### config.mk
export PLATFORM = sky130hd
export DESIGN_NAME = game_setup_ctrl
export DESIGN_NICKNAME = d
export VERILOG_FILES = /design/src/rtl/game_setup_ctrl.sv
export SDC_FILE = /design/constraint.sdc
export NUM_CORES = 1
export LEC_CHECK = 0
export ABC_AREA = 0
export BUFFER_PORTS_ARGS = -buffer_cell sky130_fd_sc_hd__buf_2
export CAP_MARGIN = 20
export CORE_UTILIZATION = 25
export DETAILED_ROUTE_END_ITERATION = 10
export GPL_TIMING_DRIVEN = 0
export HOLD_SLACK_MARGIN = 0.12
export PLACE_DENSITY = 0.54
export SYNTH_ARGS = -nofsm -noshare
export SYNTH_HDL_FRONTEND = slang
export SYNTH_SLANG_ARGS = --single-unit
### constraint.sdc
create_clock -name clk -period 1.3 [get_ports clk]
set_clock_uncertainty 0.05 [all_clocks]
set_input_delay 0.065 -clock clk [delete_from_list [all_inputs] [get_ports clk]]
set_output_delay 0.065 -clock clk [all_outputs]
set_load 0.02 [all_outputs]
### src/rtl/game_setup_ctrl.sv
// Difficulty menu and setup sequencer: picks a level, computes centred board geometry,
// pulses the settings latch once, then handshakes into PLAY until the game ends.
module game_setup_ctrl #(
  parameter int SCREEN_W = 1024,
  parameter int SCREEN_H = 768
) (
  input  logic        clk,
  input  logic        rst_n,
  input  logic        btn_up,
  input  logic        btn_down,
  input  logic        btn_confirm,
  input  logic        game_over,
  input  logic        setup_ack,
  output logic [1:0]  level,
  output logic        in_menu,
  output logic        latch_en,
  output logic        set_valid,
  output logic        playing,
  output logic [4:0]  button_num,
  output logic [6:0]  button_size,
  output logic [9:0]  board_size,
  output logic [10:0] board_xpos,
  output logic [10:0] board_ypos
);

  typedef enum logic [2:0] {
    IDLE     = 3'd0,
    MENU     = 3'd1,
    COMPUTE  = 3'd2,
    LATCH    = 3'd3,
    WAIT_ACK = 3'd4,
    PLAY     = 3'd5
  } state_t;

  localparam logic [10:0] SCR_W = 11'(SCREEN_W);
  localparam logic [10:0] SCR_H = 11'(SCREEN_H);

  // The largest board (hard level, 640 px) must fit on screen in both axes.
  if (SCREEN_W < 640 || SCREEN_H < 640 || SCREEN_W > 2047 || SCREEN_H > 2047) begin : g_screen_chk
    $error("game_setup_ctrl: screen too small for a 640 px board or too wide for 11 bits");
  end

  state_t      state, state_nxt;
  logic        up_p0, down_p0, confirm_p0;
  logic        in_menu_st;

  function automatic logic [4:0] lvl_num(input logic [1:0] lv);
    case (lv)
      2'd1:    lvl_num = 5'd12;
      2'd2:    lvl_num = 5'd16;
      default: lvl_num = 5'd8;
    endcase
  endfunction

  function automatic logic [6:0] lvl_size(input logic [1:0] lv);
    case (lv)
      2'd1:    lvl_size = 7'd48;
      2'd2:    lvl_size = 7'd40;
      default: lvl_size = 7'd64;
    endcase
  endfunction

  function automatic logic [9:0] lvl_board(input logic [1:0] lv);
    case (lv)
      2'd1:    lvl_board = 10'd576;
      2'd2:    lvl_board = 10'd640;
      default: lvl_board = 10'd512;
    endcase
  endfunction

  function automatic logic [10:0] centre(input logic [10:0] screen, input logic [9:0] board);
    logic [10:0] diff;
    diff   = screen - {1'b0, board};
    centre = diff >> 1;
  endfunction

  function automatic logic [1:0] lvl_next(input logic [1:0] lv, input logic up, input logic down);
    lvl_next = lv;
    if (up && !down)      lvl_next = (lv == 2'd2) ? 2'd0 : lv + 2'd1;
    else if (down && !up) lvl_next = (lv == 2'd0) ? 2'd2 : lv - 2'd1;
  endfunction

  assign in_menu_st = (state == MENU);

  // p0: menu buttons registered only while the menu is active
  always_ff @(posedge clk or negedge rst_n) begin
    if (!rst_n) begin
      up_p0      <= 1'b0;
      down_p0    <= 1'b0;
      confirm_p0 <= 1'b0;
    end else begin
      up_p0      <= btn_up      & in_menu_st;
      down_p0    <= btn_down    & in_menu_st;
      confirm_p0 <= btn_confirm & in_menu_st;
    end
  end

  always_ff @(posedge clk or negedge rst_n) begin
    if (!rst_n) state <= IDLE;
    else        state <= state_nxt;
  end

  always_comb begin
    state_nxt = IDLE;
    case (state)
      IDLE:     state_nxt = MENU;
      MENU:     state_nxt = confirm_p0 ? COMPUTE : MENU;
      COMPUTE:  state_nxt = LATCH;
      LATCH:    state_nxt = WAIT_ACK;
      WAIT_ACK: state_nxt = setup_ack ? PLAY : WAIT_ACK;
      PLAY:     state_nxt = game_over ? MENU : PLAY;
      default:  state_nxt = IDLE;
    endcase
  end

  always_comb begin
    in_menu   = (state == MENU);
    latch_en  = (state == LATCH);
    set_valid = (state == WAIT_ACK);
    playing   = (state == PLAY);
  end

  // Confirm takes priority: a confirm cycle never moves the level it is about to use.
  always_ff @(posedge clk or negedge rst_n) begin
    if (!rst_n)                            level <= 2'd0;
    else if (state == MENU && !confirm_p0) level <= lvl_next(level, up_p0, down_p0);
  end

  // p1: geometry captured in COMPUTE and held through LATCH, WAIT_ACK and PLAY
  always_ff @(posedge clk or negedge rst_n) begin
    if (!rst_n) begin
      button_num  <= '0;
      button_size <= '0;
      board_size  <= '0;
      board_xpos  <= '0;
      board_ypos  <= '0;
    end else if (state == COMPUTE) begin
      button_num  <= lvl_num(level);
      button_size <= lvl_size(level);
      board_size  <= lvl_board(level);
      board_xpos  <= centre(SCR_W, lvl_board(level));
      board_ypos  <= centre(SCR_H, lvl_board(level));
    end
  end

endmodule

# [After elaboration in Yosys (flattened, before gate mapping)]
# Index checks and enable logic that the tools add are counted.
[word_totals] ff_bits=50 inputBits=7 output_inout_bits=50 word_cells=46
[classes] addsub=4 n_eq_ne=7 mux=12 bitwise=3 n_reduce_logical=10
[ops] op="3-bit case mux with 6 select lines" count=1
[ops] op="8-bit case mux with 2 select lines" count=1
[ops] op="7-bit case mux with 2 select lines" count=1
[ops] op="10-bit by 10-bit subtractor with 11-bit output, first input constant" count=1
[ops] op="11-bit by 10-bit subtractor with 11-bit output, first input constant" count=1
[ops] op="10-bit two-way mux" count=1
[ops] op="2-bit two-way mux" count=5
[ops] op="5-bit case mux with 2 select lines" count=1
[ops] op="3-bit by 2-bit equality test with 1-bit output, second input constant" count=2
[ops] op="3-bit equality test, second input constant" count=2
[ops] op="1-bit bitwise AND" count=3
[ops] op="3-bit by 1-bit equality test with 1-bit output, second input constant" count=1
[ops] op="1-bit logical AND" count=3
[ops] op="1-bit logical NOT" count=3
[ops] op="3-bit logical NOT" count=1
[ops] op="3-bit two-way mux" count=1
[ops] op="2-bit by 1-bit adder with 2-bit output, second input constant" count=1
[ops] op="2-bit by 1-bit equality test with 1-bit output, second input constant" count=1
[ops] op="2-bit equality test, second input constant" count=1
[ops] op="2-bit logical NOT" count=1
[ops] op="2-bit AND reduction" count=1
[ops] op="2-bit nonzero test" count=1
[ops] op="2-bit by 1-bit subtractor with 2-bit output, second input constant" count=1
[ops] op="1-bit two-way mux" count=1

# [Logic depth before layout (Yosys ltp)]
# Gate-level depths: netlist (run 1).
[logic_depth] ltp_word=4 depth_mapped=5 depth_no_buf=5

# [Least setup slack after synthesis (run 1)]
# Ideal clock, no wire load.
[synth_timing] kind="register to register" startpoint="register state[2]" endpoint="register board_ypos[6]" setup_ns=0.125 arrival_time_ns=1.234 required_time_ns=1.125 setup_slack_ns=-0.109 path_stages_with_launch=4 n_path_buf=1 period_less_slack_ns=1.409 path_cell_list="dfrtp_1 or3b_1 buf_6 mux2_4"
[synth_between] elab_chain_cells=1
[synth_rtl] item="from (decl)" line="43" rtl="state_t state, state_nxt;"
[synth_rtl] item="from (signal assigned)" line="100" rtl="else state <= state_nxt;"
[synth_rtl] item="3-bit by 2-bit equality test with 1-bit output" line="137" rtl="end else if (state == COMPUTE) begin"
[synth_rtl] item="to (signal assigned)" line="142" rtl="board_ypos <= centre(SCR_H, lvl_board(level));"
[synth_rtl] item="to (decl)" line="23" rtl="output logic [10:0] board_ypos"
# No other way between the ends.
# A chain may end at the register's enable or synchronous reset.

# [Final worst setup path (run 1)]
[layout_timing] startpoint="register state[2]" endpoint="register button_size[3]"
[layout_between] elab_chain_cells=1
[layout_rtl] item="3-bit by 2-bit equality test with 1-bit output" line="137"
[layout_rtl] item="to (signal assigned)" line="139" rtl="button_size <= lvl_size(level);"
[layout_rtl] item="to (decl)" line="20" rtl="output logic [6:0] button_size,"
# No other way between the ends.

==> results of run 1 <==
## report_power, final
group          internal, W  switching [W]  total, W
registers         0.000628       0.000175  0.000804
logic             0.000908       0.000962   0.00187
clock network     0.000268       0.000143  0.000411
total              0.00180        0.00128   0.00308
## cells by family after synthesis
family          Yosys count
other cells               1
compound gates            7
mux                       6
fa+ha+maj                 5
simple gates             20
buf+inv                  42
flops                    14
## cell type report
class | count | area, sq um | area share (%)
well taps | 48 | 60.06 | 4.167
flip-flops and latches | 14 | 352.8 | 24.48
inverters | 3 | 11.26 | 0.7813
repair buffers | 40 | 252.7 | 17.53
multi-input cells | 65 | 412.9 | 28.65
plain buffers | 39 | 296.5 | 20.57
clock buffers | 4 | 55.05 | 3.819
## final timing paths
kind | from | end | slack (ns) | depth (start not counted)
worst max-delay path | state[2]$_DFF_PN0_ | button_size[3]$_DFFE_PN0N_ | -0.10 | 3
worst min-delay path | setup_ack | state[0]$_DFF_PN0_ | 0.14 | 4
worst max register to register | state[2]$_DFF_PN0_ | button_size[3]$_DFFE_PN0N_ | -0.10 | 3
worst min register to register | board_size[9]$_DFFE_PN0N_ | board_size[9]$_DFFE_PN0N_ | 0.42 | 1
max in group asynchronous | rst_n | state[1]$_DFF_PN0_ | 0.74 | 2
min in group asynchronous | rst_n | level[0]$_DFFE_PN0P_ | 0.20 | 2
## layer usage
| layer | share of wire [%] | vias up | routed length (um) |
|---|---|---|---|
| met5 | 0 | - | 0 |
| met4 | 0 | 0 | 0 |
| met3 | 12 | 0 | 188 |
| met2 | 45 | 45 | 713 |
| met1 | 43 | 288 | 692 |
| li1 | - | 378 | - |
## sequential cells by signal, summed over array words and instances (netlist names)
signal	count
board_size	1
board_xpos	1
board_ypos	1
button_num	2
button_size	1
confirm_p0	1
down_p0	1
level	2
state	3
up_p0	1
## worst min-delay path, delay by kind of cell
kind | cells | cell delay (ns)
buf+inv | 1 | 0.08
compound gates | 1 | 0.09
simple gates | 2 | 0.16
## timing repair
| item | in CTS | in global routing |
|---|---|---|
| pin swaps | 0 | 1 |
| hold endpoints to repair | 18 | 0 |
| endpoints found under the setup margin | 4 | 10 |
| gates resized for setup | 2 | 8 |
| hold buffers | 5 | 0 |
| buffers inserted | 4 | 2 |
## per-stage QoR
stage | setup TNS (ns) | hold WS [ns]
finish | -0.4590 | 0.1351
global placement | -0.4185 | -0.07520
global route | -0.7781 | 0.1617
detailed placement | -0.4424 | -0.07060
floorplan | -0.4637 | -0.2806
CTS | -0.4297 | 0.1207
## cell usage in the layout, fill, tap and decap left out
cell / netlist / final
a21o_1: 1 / 1
a21oi_1: 2 / 2
and2_1: 4 / 4
and3b_1: 1 / 1
buf_2: 0 / 27
buf_4: 38 / 44
buf_6: 1 / 3
clkbuf_8: 0 / 4
conb_1: 1 / 27
dfrtp_1: 14 / 12
dfrtp_2: 0 / 2
dlygate4sd3_1: 0 / 5
ha_1: 5 / 4
ha_4: 0 / 1
inv_1: 3 / 2
inv_2: 0 / 1
mux2_4: 3 / 3
mux2i_1: 3 / 3
nand2_1: 6 / 6
nand2b_1: 1 / 1
nor2_1: 4 / 4
nor2b_1: 1 / 1
nor3b_2: 1 / 1
nor3b_4: 0 / 1
o21ai_0: 1 / 1
o21ai_1: 3 / 3
or3b_1: 1 / 1
==> flow_metrics.py, run 1 <==
metrics = {
    "run_status": {
        "outcome": "complete, but fails checks",
        "violations": "setup timing",
    },
    "critical_path": {
        "slowest_delay_ns": 0.44,
        "crit_path_cell_trace": "or3b_1 -> buf_6 -> mux2_4",
        "worstSetupPathType": "reg2reg",
        "cp_slowest_cell": "dfrtp_2",
        "cp.required_ns": 1.37,
        "cp-start-kind": "register",
        "critPathTopFamily": "flip-flops",
        "cp-end-kind": "register",
        "crit_fanout": 5,
        "arrival_ns": 1.48,
        "crit_buf_inv": 1,
    },
    "synth": {
        "synth_top_family_by_area": "buffers and inverters",
        "synth_compound_area_share_pct": 3.953,
        "synth_xor_area_share_pct": 0,
        "synthMuxAreaShare_pct": 7.905,
        "synth_warnings": 0,
        "yosys-top-cells-area": "dfrtp_1 37%, buf_4 30%, ha_1 6.6%, mux2_4 4.7%, mux2i_1 3.2%",
        "yosys_register_bits": 14,
        "ys_types": 21,
        "synthCells": 95,
        "synth_area_sq_um": 949.7,
        "avgSynthCellArea_sq_um": 9.996,
        "yosysMostFrequentCell": "buf_4",
        "synth-simple-area-share_pct": 11.86,
        "synth_area_leader_cell": "dfrtp_1",
        "seq_area_frac_synth_pct": 36.89,
        "synth_flop_cell": "dfrtp_1",
        "synth_edf_count": 0,
        "yosys.area_share.adder_pct": 6.588,
        "synth.cells.most_frequent": "38 x buf_4, 14 x dfrtp_1, 6 x nand2_1",
        "synth_top_area_share_pct": 36.89,
        "asyncSetResetFlopFracSynth_pct": 100.0,
    },
    "drt": {
        "drt-pass1-iter-count": 3,
        "drt_iter0_markers": 22,
        "avgRoutedWirePerCell_um": 7.479,
        "vias": 711,
        "drc": 0,
        "antenna_left": 0,
        "wirelength_um": 1593,
        "drt-vias-per-instance": 3.338,
    },
    "sta": {
        "finalHoldViolCount": 0,
        "rsz0062_at_grt": "yes",
        "fin_ws_ns": -0.1029,
        "finalSetupViolations": 6,
        "timing.fmax_mhz": 712.8,
        "drv_slew": 0,
        "post-route-min-period_ns": 1.403,
        "fin_crit_sh_pct": 107.9,
    },
    "clock_tree": {
        "ctsRootBufferMaster": "clkbuf_8",
        "cts_max_level": 1,
        "clock_sinks": 14,
        "clk_latency_ns": 0.24,
        "clockBufferDepth": 2,
        "cts_tree": "done",
        "cts.clk_slew.worst_paths_ns": 0.06,
        "cts_inserted_buffers": 3,
    },
    "finish": {
        "final_core_util_pct": 39.37,
        "fillers": 370,
        "insertedDiodeCount": 0,
        "drive_above_1_share_pct": 52.73,
        "nets": 178,
        "stdcell_count": 213,
        "area_growth_pct": 51.78,
        "fin_area_sq_um": 1441,
    },
    "floorplan": {
        "dieHeight_um": 63.64,
        "die_area_sq_um": 4049,
        "die_w_um": 63.64,
        "num_rows": 22,
        "ios": 57,
        "start_util_pct": 25.94,
        "coreArea_sq_um": 3661,
    },
    "global_route": {
        "grtUsageTotal_pct": 7.856,
        "grt_start_max_net_pins": 15,
        "grt.met1_usage_pct": 8.820,
        "grtUsageMet3_pct": 4.348,
        "grt_pass1_vias": 576,
        "busiest_layer": "met2",
        "grt_use_met2_pct": 13.30,
        "antenna_found_initial": 0,
        "grt_pass1_wl_um": 2449,
        "gr-total-overflow": 0,
    },
    "hold_path": {
        "hold_class": "in2reg",
    },
    "pwr": {
        "power.leakage_nw": 0.8503,
        "powerDensity_nw_per_um2": 2140,
        "vdd.ir_drop.worst_v": 0.0006691,
        "finalPower_w": 0.003084,
    },
    "run": {
        "cap_violations": 0,
    },
    "place": {
        "place.gp.congestion": 0.6934,
        "place_area_sq_um": 1252,
        "io_buffers": 29,
        "pre_cts_ws_ns": -0.1480,
        "dp_cells": 198,
        "dpl.hpwl_um": 1169,
    },
}
No activity file was read; power rests on OpenSTA's default activity.
==> run 2, diff against run 1 <==
Settings changed: ABC_CLOCK_PERIOD_IN_PS set to 1300, CELL_PAD_IN_SITES_DETAIL_PLACEMENT set to 1, CELL_PAD_IN_SITES_GLOBAL_PLACEMENT set to 1, PLACE_DENSITY 0.54 to 0.71.
==> flow_metrics.py, run 2 (synthesized netlist as in run 1, its figures left out) <==
metrics = {
    "run_status": {
        "outcome": "complete, but fails checks",
        "violations": "setup timing",
    },
    "global_route": {
        "grt_start_max_net_pins": 15,
        "gr-total-overflow": 0,
        "grt_pass1_vias": 738,
        "antenna_found_initial": 0,
        "grtUsageTotal_pct": 10.80,
        "grt_pass1_wl_um": 3332,
    },
    "clock_tree": {
        "clockBufferDepth": 2,
        "clock_sinks": 14,
        "clk_latency_ns": 0.24,
        "cts.clk_slew.worst_paths_ns": 0.06,
        "ctsRootBufferMaster": "clkbuf_8",
        "cts_inserted_buffers": 3,
        "cts_tree": "done",
        "cts_max_level": 1,
    },
    "pwr": {
        "netSwitchingFraction_pct": 42.42,
        "p_sw_w": 0.001368,
        "seq_power_share_pct": 24.5,
        "intPower_w": 0.001857,
        "pwr-share-comb_pct": 64.6,
        "power.leakage_nw": 0.8585,
        "clkPwrFrac_pct": 10.9,
        "vdd.ir_drop.worst_v": 0.0006379,
        "finalPower_w": 0.003225,
        "powerDensity_nw_per_um2": 2210,
    },
    "drt": {
        "drt-vias-per-instance": 3.642,
        "vias": 783,
        "drt_iter0_markers": 8,
        "drc": 0,
        "wirelength_um": 2072,
        "avgRoutedWirePerCell_um": 9.637,
        "antenna_left": 0,
        "drt-pass1-iter-count": 5,
    },
    "finish": {
        "final_common_cell": "buf_4",
        "final_core_util_pct": 39.85,
        "layout_common_cells": "50 x buf_4, 27 x conb_1, 25 x buf_2",
        "top_regs": "state (3), button_num (2), level (2)",
        "nets": 181,
        "drive_above_1_share_pct": 55.69,
        "largest_register_ffs": 3,
        "insertedDiodeCount": 0,
        "area_growth_pct": 53.62,
        "regMostFlops": "state",
    },
    "floorplan": {
        "start_util_pct": 25.94,
        "num_rows": 22,
        "ios": 57,
        "die_area_sq_um": 4049,
        "coreArea_sq_um": 3661,
        "dieHeight_um": 63.64,
        "die_w_um": 63.64,
    },
    "sta": {
        "timing.fmax_mhz": 713.2,
        "fin_ws_ns": -0.1022,
        "post-route-min-period_ns": 1.402,
        "finalSetupViolations": 6,
        "fin_crit_sh_pct": 107.9,
        "finalHoldViolCount": 0,
        "drv_slew": 0,
        "rsz0062_at_grt": "yes",
    },
    "critical_path": {
        "cp.required_ns": 1.38,
        "cp_slowest_cell": "dfrtp_2",
        "cp-end-kind": "register",
        "slowest_delay_ns": 0.43,
        "cp-start-kind": "register",
        "crit_path_cell_trace": "or3b_1 -> buf_6 -> mux2_4",
        "arrival_ns": 1.48,
        "worstSetupPathType": "reg2reg",
        "crit_fanout": 6,
    },
    "place": {
        "dpl.hpwl_um": 1445,
        "io_buffers": 29,
        "place.gp.congestion": 0.6693,
    },
    "run": {
        "cap_violations": 0,
    },
    "hold_path": {
        "hold_class": "in2reg",
    },
}
-- run 2: final timing paths --
check	start	to	slack, ns	cells past startpoint
setup / recovery	state[1]$_DFF_PN0_	button_num[2]$_DFFE_PN0N_	-0.10	3
hold / removal	setup_ack	state[0]$_DFF_PN0_	0.13	4
setup reg to reg	state[1]$_DFF_PN0_	button_num[2]$_DFFE_PN0N_	-0.10	3
hold reg to reg	board_size[9]$_DFFE_PN0N_	board_size[9]$_DFFE_PN0N_	0.41	1
max in group asynchronous	rst_n	state[1]$_DFF_PN0_	0.73	2
min in group asynchronous	rst_n	board_size[9]$_DFFE_PN0N_	0.21	2
-- run 2: per-layer routing --
metal	track usage (%)	up-vias	wire (um)
li1	-	382	-
met1	11.86	357	745
met2	18.09	38	1088
met3	3.261	6	154
met4	6.534	0	83
met5	0	-	0
-- run 2: cell type report --
cell class | count | area, sq um
repair buffers | 43 | 277.8
plain buffers | 39 | 296.5
multi-input cells | 65 | 417.9
inverters | 3 | 11.26
fillers | 464 | 2202
flip-flops and latches | 14 | 354.1
clock buffers | 3 | 41.29
well taps | 48 | 60.06
-- run 2: metrics by stage --
step | setup TNS (ns) | setup WS, ns | cell area, sq um | cells | hold WS [ns]
after detailed placement | -0.4866 | -0.1496 | 1252 | 198 | -0.06977
after floorplan | -0.4637 | -0.09552 | 1047 | 121 | -0.2806
after global routing | -0.7288 | -0.1363 | 1459 | 215 | 0.1500
final | -0.4534 | -0.1022 | 1459 | 215 | 0.1322
after global placement | -0.3997 | -0.1337 | 1252 | 198 | -0.07897
after CTS | -0.3781 | -0.09356 | 1410 | 212 | 0.1365
-- run 2: power groups by stage --
stage                     logic [W]  clock network (W)  registers (W)
after CTS                   0.00190           0.000368       0.000791
after floorplan             0.00108                  0       0.000918
final                       0.00208           0.000352       0.000789
after global placement      0.00158                  0       0.000805
after detailed placement    0.00163                  0       0.000821
after global routing        0.00226           0.000385       0.000817
-- run 2: worst max-delay path, delay by kind of cell, from the launching register on --
kind,cells,cell delay [ns]
muxes,1,0.29
and+or+nand+nor,1,0.37
buffers and inverters,1,0.15
DFF,1,0.43
-- run 2: what timing repair did --
action                                  4_1_cts  5_1_grt
buffers inserted                              7        3
pin swaps                                     0        0
endpoints found under the setup margin        6       11
resized for setup                             8        7
endpoints found under the hold margin        17        0
hold buffers                                  4        0
==> run 3, diff against run 2 <==
Settings changed: CORE_UTILIZATION 25 to 27, PLACE_DENSITY 0.71 to 0.75, SKIP_CTS_REPAIR_TIMING set to 1.
==> flow_metrics.py, run 3 (synthesized netlist as in run 1, its figures left out) <==
metrics = {
    "pwr": {
        "power.leakage_nw": 0.8595,
        "finalPower_w": 0.003156,
        "vdd.ir_drop.worst_v": 0.0006554,
        "powerDensity_nw_per_um2": 2162,
    },
    "floorplan": {
        "dieHeight_um": 61.31,
        "ios": 57,
        "num_rows": 21,
        "die_area_sq_um": 3758,
        "die_w_um": 61.31,
        "start_util_pct": 28.24,
        "coreArea_sq_um": 3363,
    },
    "place": {
        "dpl.hpwl_um": 1492,
        "place.gp.congestion": 0.6935,
        "place_area_sq_um": 1250,
        "dp_cells": 196,
        "io_buffers": 29,
    },
    "finish": {
        "top_regs": "state (3), button_num (2), level (2)",
        "fin_area_sq_um": 1460,
        "insertedDiodeCount": 0,
        "drive_above_1_share_pct": 56.21,
        "final_core_util_pct": 43.42,
        "layout_common_cells": "48 x buf_4, 27 x conb_1, 27 x buf_2",
        "stdcell_count": 215,
        "nets": 182,
        "regMostFlops": "state",
        "final_common_cell": "buf_4",
        "area_growth_pct": 53.75,
        "largest_register_ffs": 3,
        "fillers": 412,
    },
    "run_status": {
        "outcome": "complete, but fails checks",
        "violations": "setup timing",
    },
    "drt": {
        "avgRoutedWirePerCell_um": 9.126,
        "wirelength_um": 1962,
        "drt-pass1-iter-count": 3,
        "drt_iter0_markers": 8,
        "antenna_left": 0,
        "drc": 0,
        "vias": 778,
        "drt-vias-per-instance": 3.619,
    },
    "critical_path": {
        "cp.required_ns": 1.41,
        "arrival_ns": 1.55,
        "reg2regPathDepth": 3,
        "rr_endpoint": "board_ypos[6]$_DFFE_PN0N_",
        "reg2reg_slack_ns": -0.15,
        "cp-end-kind": "register",
        "r2r-start": "state[0]$_DFF_PN0_",
        "worstSetupPathType": "reg2reg",
        "crit_fanout": 9,
        "crit_path_cell_trace": "or3b_1 -> buf_6 -> mux2_4",
        "cp-start-kind": "register",
        "slowest_delay_ns": 0.44,
        "cp_slowest_cell": "dfrtp_2",
    },
    "clock_tree": {
        "cts.clk_slew.worst_paths_ns": 0.09,
        "cts_max_level": 1,
        "cts_inserted_buffers": 3,
        "clock_sinks": 14,
        "ctsRootBufferMaster": "clkbuf_4",
        "clk_latency_ns": 0.28,
        "cts_tree": "done",
        "clockBufferDepth": 2,
    },
    "sta": {
        "fin_crit_sh_pct": 111.2,
        "fin_ws_ns": -0.1461,
        "timing.fmax_mhz": 691.5,
        "finalSetupViolations": 5,
        "hold_ws_ns": 0.1441,
        "rsz0062_at_grt": "yes",
        "drv_slew": 0,
        "post-route-min-period_ns": 1.446,
        "finalHoldViolCount": 0,
    },
    "hold_path": {
        "min_to": "state[0]$_DFF_PN0_",
        "holdCritStartpoint": "setup_ack",
        "holdPathStages": 4,
        "hold_class": "in2reg",
    },
    "global_route": {
        "grt_start_max_net_pins": 15,
        "grt.met1_usage_pct": 8.903,
        "busiest_layer": "met2",
        "antenna_found_initial": 0,
        "grt_pass1_wl_um": 2559,
        "grtUsageMet3_pct": 4.622,
        "grtUsageTotal_pct": 9.459,
        "grt_pass1_vias": 595,
        "gr-total-overflow": 0,
        "grt_use_met2_pct": 19.25,
    },
    "run": {
        "cap_violations": 0,
    },
}
[run 3: worst max-delay path by stage]
stage / from / end / slack [ns]
floorplan: state[0]$_DFF_PN0_ / board_ypos[6]$_DFFE_PN0N_ / -0.1
global placement: state[1]$_DFF_PN0_ / board_ypos[6]$_DFFE_PN0N_ / -0.14
detailed placement: state[1]$_DFF_PN0_ / button_size[3]$_DFFE_PN0N_ / -0.17
CTS: state[1]$_DFF_PN0_ / button_size[3]$_DFFE_PN0N_ / -0.20
global route: state[2]$_DFF_PN0_ / button_size[3]$_DFFE_PN0N_ / -0.19
finish: state[0]$_DFF_PN0_ / board_ypos[6]$_DFFE_PN0N_ / -0.15
[run 3: critical path: cells and delay by family (launching register included)]
kind                   cells  cell delay (ns)
buffers and inverters      1             0.15
DFF                        1             0.44
muxes                      1             0.29
and+or+nand+nor            1             0.39
[run 3: where the power goes]
part           switching, W  total, W  internal [W]  leakage (nW)
Clock              0.000135  0.000305      0.000170        0.0210
Sequential         0.000197  0.000826      0.000629         0.170
Combinational       0.00101   0.00203       0.00101         0.669
Total               0.00134   0.00316       0.00181         0.860
[run 3: stage by stage]
stage	TNS, ns	setup WS, ns
2_1_floorplan	-0.4637	-0.09552
3_5_place_dp	-0.5682	-0.1694
4_1_cts	-0.8879	-0.1953
5_1_grt	-0.9154	-0.1853
6_report	-0.5045	-0.1461
3_3_place_gp	-0.4083	-0.1366
[run 3: per-layer routing]
metal  vias up  wire length (um)
met2        38              1105
met4         0                 0
met5         -                 0
met1       356               685
met3         0               171
li1        384                 -
[run 3: cell type report]
cell class / instances / area (sq um) / share of cell area [%]
plain buffers: 39 / 296.5 / 20.31
clock buffers: 4 / 36.28 / 2.485
inverters: 3 / 11.26 / 0.7712
multi-input cells: 65 / 421.7 / 28.88
flip-flops and latches: 14 / 354.1 / 24.25
well taps: 46 / 57.56 / 3.942
repair buffers: 44 / 282.8 / 19.37
